## config.mk

```make
export PLATFORM = sky130hd
export DESIGN_NAME = irq_pending_latch
export DESIGN_NICKNAME = d
export VERILOG_FILES = /design/src/rtl/irq_pending_latch_pkg.sv /design/src/rtl/irq_pending_latch_priority_encoder.sv /design/src/rtl/irq_pending_latch.sv
export SDC_FILE = /design/constraint.sdc
export NUM_CORES = 1
export LEC_CHECK = 0
export BUFFER_PORTS_ARGS = -buffer_cell sky130_fd_sc_hd__buf_2
export CAP_MARGIN = 20
export CORE_MARGIN = 5
export CORE_UTILIZATION = 51
export DETAILED_ROUTE_END_ITERATION = 16
export PLACE_DENSITY = 0.82
export SETUP_SLACK_MARGIN = 0.4
export SLEW_MARGIN = 20
export SYNTH_ARGS = -nofsm -noshare
export SYNTH_HDL_FRONTEND = slang
export SYNTH_SLANG_ARGS = --single-unit
```

## constraint.sdc

```tcl
create_clock -name clk -period 2.75 [get_ports clk]
set_input_delay 0.1375 -clock clk [delete_from_list [all_inputs] [get_ports clk]]
set_output_delay 0.1375 -clock clk [all_outputs]
set_load 0.05 [all_outputs]
```

## src/rtl/irq_pending_latch_pkg.sv

```systemverilog
// Shared constants and helpers for the interrupt pending latch.
// Optional input synchronizer is enabled with IRQ_PENDING_SYNC_EN.
package irq_pending_latch_pkg;

    localparam int NUM_LINES = 8;
    localparam int ID_W      = 3;

    localparam logic [NUM_LINES-1:0] RESET_MASK_DEFAULT = 8'hFF;

    function automatic logic [NUM_LINES-1:0] id_onehot(
        input logic [ID_W-1:0] id
    );
        logic [NUM_LINES-1:0] r;
        r     = '0;
        r[id] = 1'b1;
        return r;
    endfunction

endpackage

```

## src/rtl/irq_pending_latch_priority_encoder.sv

```systemverilog
// Fixed-priority encoder: index of the highest set bit.
// Returns 0 for an all-zero input.
module priority_encoder
    import irq_pending_latch_pkg::*;
(
    input  logic [NUM_LINES-1:0] vec,
    output logic [ID_W-1:0]      idx
);

    always_comb begin
        idx = '0;
        for (int i = 0; i < NUM_LINES; i++) begin
            if (vec[i]) idx = ID_W'(i);
        end
    end

endmodule

```

## src/rtl/irq_pending_latch.sv

```systemverilog
// Edge-triggered sticky interrupt pending register with mask and ack.
// Define IRQ_PENDING_SYNC_EN to add a two-flop synchronizer on req.
module irq_pending_latch
    import irq_pending_latch_pkg::*;
#(
    parameter logic [NUM_LINES-1:0] RESET_MASK = RESET_MASK_DEFAULT
) (
    input  logic                 clk,
    input  logic                 rst_n,
    input  logic [NUM_LINES-1:0] req,
    input  logic                 mask_wr,
    input  logic [NUM_LINES-1:0] mask_in,
    input  logic                 irq_ack,
    output logic [NUM_LINES-1:0] pending,
    output logic [NUM_LINES-1:0] enc_in,
    output logic                 irq_valid,
    output logic [ID_W-1:0]      irq_id
);

    logic [NUM_LINES-1:0] sampled;

`ifdef IRQ_PENDING_SYNC_EN
    localparam int ARM_LEN = 3;

    logic [NUM_LINES-1:0] sync_q1;
    logic [NUM_LINES-1:0] sync_q2;

    always_ff @(posedge clk or negedge rst_n) begin
        if (!rst_n) begin
            sync_q1 <= '0;
            sync_q2 <= '0;
        end else begin
            sync_q1 <= req;
            sync_q2 <= sync_q1;
        end
    end

    assign sampled = sync_q2;
`else
    localparam int ARM_LEN = 1;

    assign sampled = req;
`endif

    logic [NUM_LINES-1:0] req_hist;
    logic [NUM_LINES-1:0] mask;
    logic [ARM_LEN-1:0]   arm;
    logic                 armed;
    logic [NUM_LINES-1:0] rise;
    logic                 ack_take;
    logic [NUM_LINES-1:0] ack_clr;
    logic [ID_W-1:0]      enc_id;

    // Edge detection stays off until the history holds a real sample,
    // so lines already high when reset releases do not fire.
    assign armed    = arm[ARM_LEN-1];
    assign rise     = sampled & ~req_hist & {NUM_LINES{armed}};
    assign ack_take = irq_ack & irq_valid;
    assign ack_clr  = ack_take ? id_onehot(irq_id) : '0;
    assign enc_in   = pending & mask;

    always_ff @(posedge clk or negedge rst_n) begin
        if (!rst_n) begin
            arm      <= '0;
            req_hist <= '0;
        end else begin
            arm      <= ARM_LEN'({arm, 1'b1});
            req_hist <= sampled;
        end
    end

    // A new edge wins over an ack of the same bit.
    always_ff @(posedge clk or negedge rst_n) begin
        if (!rst_n) begin
            pending <= '0;
        end else begin
            pending <= (pending & ~ack_clr) | rise;
        end
    end

    always_ff @(posedge clk or negedge rst_n) begin
        if (!rst_n) begin
            mask <= RESET_MASK;
        end else if (mask_wr) begin
            mask <= mask_in;
        end
    end

    priority_encoder u_enc (
        .vec (enc_in),
        .idx (enc_id)
    );

    always_ff @(posedge clk or negedge rst_n) begin
        if (!rst_n) begin
            irq_valid <= 1'b0;
            irq_id    <= '0;
        end else begin
            irq_valid <= |enc_in;
            irq_id    <= enc_id;
        end
    end

endmodule

```

# [Word-level counts from Yosys, hierarchy flattened]
# Index checks and enable logic that the tools add are counted.
[word_totals] register_bits=29 input_bits=20 out_inout_bits=20
[classes] magnitude_cmp=2 n_mux=10 n_bitwise=8 reduce_logical=2
[op_table] op="$and 8x8->8" n=4
[op_table] op="$not 8->8" n=2
[op_table] op="$mux 3" n=4
[op_table] op="$mux 8" n=1
[op_table] op="$or 8x8->8" n=1
[op_table] op="$reduce_or 8->1" n=1
[op_table] op="$lt 3x4->1 const B" n=1
[op_table] op="$mux 2" n=2
[op_table] op="$demux 1 s3" n=1
[op_table] op="$ge 3x1->1 const B" n=1
[op_table] op="$mux 1" n=2
[op_table] op="$and 1x1->1" n=1
[op_table] op="$logic_and 1x1->1" n=1

# [Logic depth before layout (Yosys ltp)]
[logic_depth] depth_word=8 mapped_depth=4 ltp_nobuf=4

# [Modules after synthesis]
# From an unflattened synthesis, not the netlist that was laid out.
[unflattened] hier_cells=90 area_unflattened_um2=1117.3
[modules_own_cells] module="irq_pending_latch" instances=1 cells_per_inst=80 area_per_inst_um2=1072.3 seq_area_each_um2=735.7
[modules_own_cells] module="priority_encoder" instances=1 cells_per_inst=10 area_per_inst_um2=45.0 seq_area_each_um2=0.0

# [Worst setup path before layout]
# Ideal clock, no wire load.
[synth_timing] path_kind="register to register" from="reg pending[1]" to="reg irq_valid" setup_time_ps=139 arrival_time_ps=1514 path_slack_ps=1098 stages_incl_launch_ff=3 n_path_buf=0 synth_period_minus_slack_ps=1652 cell_sequence="dfrtp_1 > and2_1 > or4b_1"
[synth_between] elab_chain_len=2
[synth_lines] item="from (decl)" line_no="irq_pending_latch.sv:14" rtl="output logic [NUM_LINES-1:0] pending,"
[synth_lines] item="from (signal assigned)" line_no="irq_pending_latch.sv:77" rtl="pending <= (pending & ~ack_clr) | rise;"
[synth_lines] item="$and 8x8->8" line_no="irq_pending_latch.sv:60" rtl="assign enc_in = pending & mask;"
[synth_lines] item="named net enc_in[1]" line_no="irq_pending_latch.sv:15" rtl="output logic [NUM_LINES-1:0] enc_in,"
[synth_lines] item="$reduce_or 8->1" line_no="irq_pending_latch.sv:99" rtl="irq_valid <= |enc_in;"
[synth_lines] item="to (signal assigned)" line_no="irq_pending_latch.sv:99"
[synth_lines] item="to (decl)" line_no="irq_pending_latch.sv:16" rtl="output logic irq_valid,"
# The timed path passes the listed nets, and every way through them passes these cells.
# A chain may end at the register's enable or synchronous reset.

# [Final worst setup path]
[layout_timing] from="reg mask[1]" to="out enc_in[1]"
[layout_between] elab_chain_len=1
[layout_lines] item="from (decl)" line_no="irq_pending_latch.sv:46" rtl="logic [NUM_LINES-1:0] mask;"
[layout_lines] item="from (signal assigned)" line_no="irq_pending_latch.sv:85" rtl="mask <= mask_in;"
[layout_lines] item="$and 8x8->8" line_no="irq_pending_latch.sv:60"
[layout_lines] item="to (decl)" line_no="irq_pending_latch.sv:15"
# Every way passes these cells.

==> impl_metrics.tcl <==
set metrics [dict create \
    status "finished clean" \
    drc_errors 0 \
    netlist_top_cells_area "dfrtp_1, dfstp_2, mux2_2" \
    final_net_count 162 \
    max_freq_mhz 708 \
    synth_xor_xnor_area_share_pct 0 \
    rows 17 \
    period_minus_slack_ps 1410 \
    htreeDepth 2 \
    power_switching_mw 0.783 \
    grt_pass1_vias 936 \
    cts_root_buf "clkbuf_4" \
    worst_ep_arrival_time_ps 1270 \
    yosys.area_share.simple_pct 17.6 \
    finalCritPeriodShare_pct 51.4 \
    ant_nets 0 \
    netlist_area_um2 1130 \
    crit_fanout 3 \
    antenna_cells 0 \
    peakVddDrop_mv 0.638 \
    core_um2 2170 \
    die_area_um2 3250 \
    rsz0062_at_grt "false" \
    multi_input_area_um2 365 \
    cp-end-kind "output pin" \
    synth_warnings 0 \
    pwr-share-comb_pct 45.3 \
    drt_wl_total_um 2250 \
    cts_inserted_buffers 5 \
    io_buffers 39 \
    required_ps 2610 \
    cts_sinks 29 \
    p_seq_share_pct 37.2 \
    grt_remaining_overflow 0 \
    holdWs_ps 52.6 \
    layout_commonest_cell "buf_2" \
    seq_area_frac_synth_pct 65.2 \
    synthAdderAreaFrac_pct 0 \
    ys_seq_elements 29 \
    area_delta_synth_final_pct 33.8 \
    post_cts_buffers 0 \
    worst_slew_pin_slew_ps 606 \
    final_cell_mix "buf_2, dfrtp_1, nand2_1, dlygate4sd3_1" \
    pwr-share-clk_pct 17.5 \
    synth.area.mux_share_pct 7.98 \
    tns_ps 0 \
    first_iter_violations 11 \
    dp_hpwl_um 1760 \
    die_w_um 57.0 \
    hold_path.class "in2reg" \
    drive_gt1_share_pct 49.0 \
    clk_pin_slew_ps 90 \
    grt_pass1_wl_um 3950 \
    setup_violations 0 \
    synth_compound_area_share_pct 6.43 \
    gp_congestion 0.810 \
    path_class "reg2out" \
    p_leak_nw 0.709 \
    synth.avg_cell_area_um2 12.7 \
    synth_top_family_by_area "simple AND/OR/NAND/NOR gates" \
    cts_max_path_buffers 2 \
    hold_viol 0 \
    internal_power_mw 0.856 \
    dr.pass1.iters 4 \
    powerDensity_nw_per_um2 1090 \
    post_drt_wl_per_cell_um 13.1 \
    synth_nets 109 \
    syn-instance-count 89 \
    place_ws_ps 1540 \
    fin_skew_ps 6.29 \
    p_sw_share_pct 47.8 \
    grtUsageTotal_pct 15.8 \
    routed_via_density 4.88 \
    grt_util_met2_pct 27.7 \
    grt_max_degree 30 \
    report.power.total_mw 1.64 \
    rrSetupSlack_ps 1540 \
    cp-start-kind "flip-flop" \
    num_vias 834 \
    grt_use_met1_pct 17.1 \
    grtUsageMet3_pct 5.43 \
    slew_violations 0 \
    seq_area_um2 736 \
    top_level_ports 40 \
    fin_ws_ps 1340 \
    ys_types 23 \
    n_fill_cell 180 \
    yosysTopAreaCellShare_pct 46.6 \
    grt-busiest-layer "met2" \
    clock_latency_ps 310 \
    cts_tree "done" \
    max_cap_violations 0 \
    grt_antenna_before_repair 0 \
    start_util_pct 52.0 \
    slew_headroom_pct 59.6 \
    yosysTopAreaCell "dfrtp_1" \
    die_h_um 57.0 \
]
routing by layer:
metal | routed length (µm) | vias up
li1 | - | 409
met1 | 886 | 389
met2 | 1150 | 27
met3 | 148 | 9
met4 | 68 | 0
met5 | 0 | -
cell usage after synthesis (all sizes together):
master,count
a21oi,1
and2,3
buf,1
clkbuf,1
conb,1
dfrtp,21
dfstp,8
inv,5
mux2,8
nand2,15
nand2b,2
nand3,1
nand3b,8
nand4,1
nor2,1
o21ai,7
o221ai,1
o311ai,1
o31ai,2
or4b,1
timing repair:
action | 4_1_cts | 5_1_grt
resized for setup | 0 | 0
hold buffers | 9 | 0
endpoints found under the hold margin | 29 | 0
final cells by class:
| cell class | instances | area share, % |
|---|---|---|
| multi-input combinational | 53 | 24.2 |
| tap | 28 | 2.32 |
| inverter | 5 | 1.24 |
| clock inverter | 1 | 0.331 |
| clock buffer | 7 | 4.31 |
| sequential | 29 | 48.7 |
| timing repair buffer | 48 | 18.9 |
worst max-delay path, stage by stage, from the launching register on:
cell and delay (ps):
dfstp_2 540, and2_1 160, buf_2 270
cells by family after synthesis:
| group | after synthesis |
|---|---|
| compound gates | 12 |
| other cells | 1 |
| buf+inv | 7 |
| mux | 8 |
| simple gates | 32 |
| flops | 29 |
per-stage QoR:
stage | area, µm² | util [%] | instances
detailed placement | 1350 | 62.2 | 154
CTS | 1510 | 69.6 | 171
global placement | 1350 | 62.2 | 154
finish | 1510 | 69.6 | 171
global route | 1510 | 69.6 | 171
floorplan | 1130 | - | 89
state kept, by name, summed over array words and instances (netlist names):
name       flops
mask           8
irq_id         3
arm            1
pending        8
irq_valid      1
req_hist       8
worst paths after layout:
path,from,to,cells after the start
max,mask[1],enc_in[1],2
min,mask_in[6],mask[6],2
max reg2reg,pending[3],irq_valid,3
min reg2reg,req_hist[2],pending[2],1
max in group asynchronous,rst_n,req_hist[6],2
min in group asynchronous,rst_n,req_hist[3],2
power groups by stage:
stage                     Sequential (mW)  Combinational (mW)  Clock [mW]
after floorplan                     0.869               0.293           0
after CTS                           0.610               0.749       0.296
final                               0.609               0.743       0.287
after detailed placement            0.619               0.739           0
after global routing                0.623               0.792       0.314
after global placement              0.614               0.729           0
(Power assumes the default switching activity.)
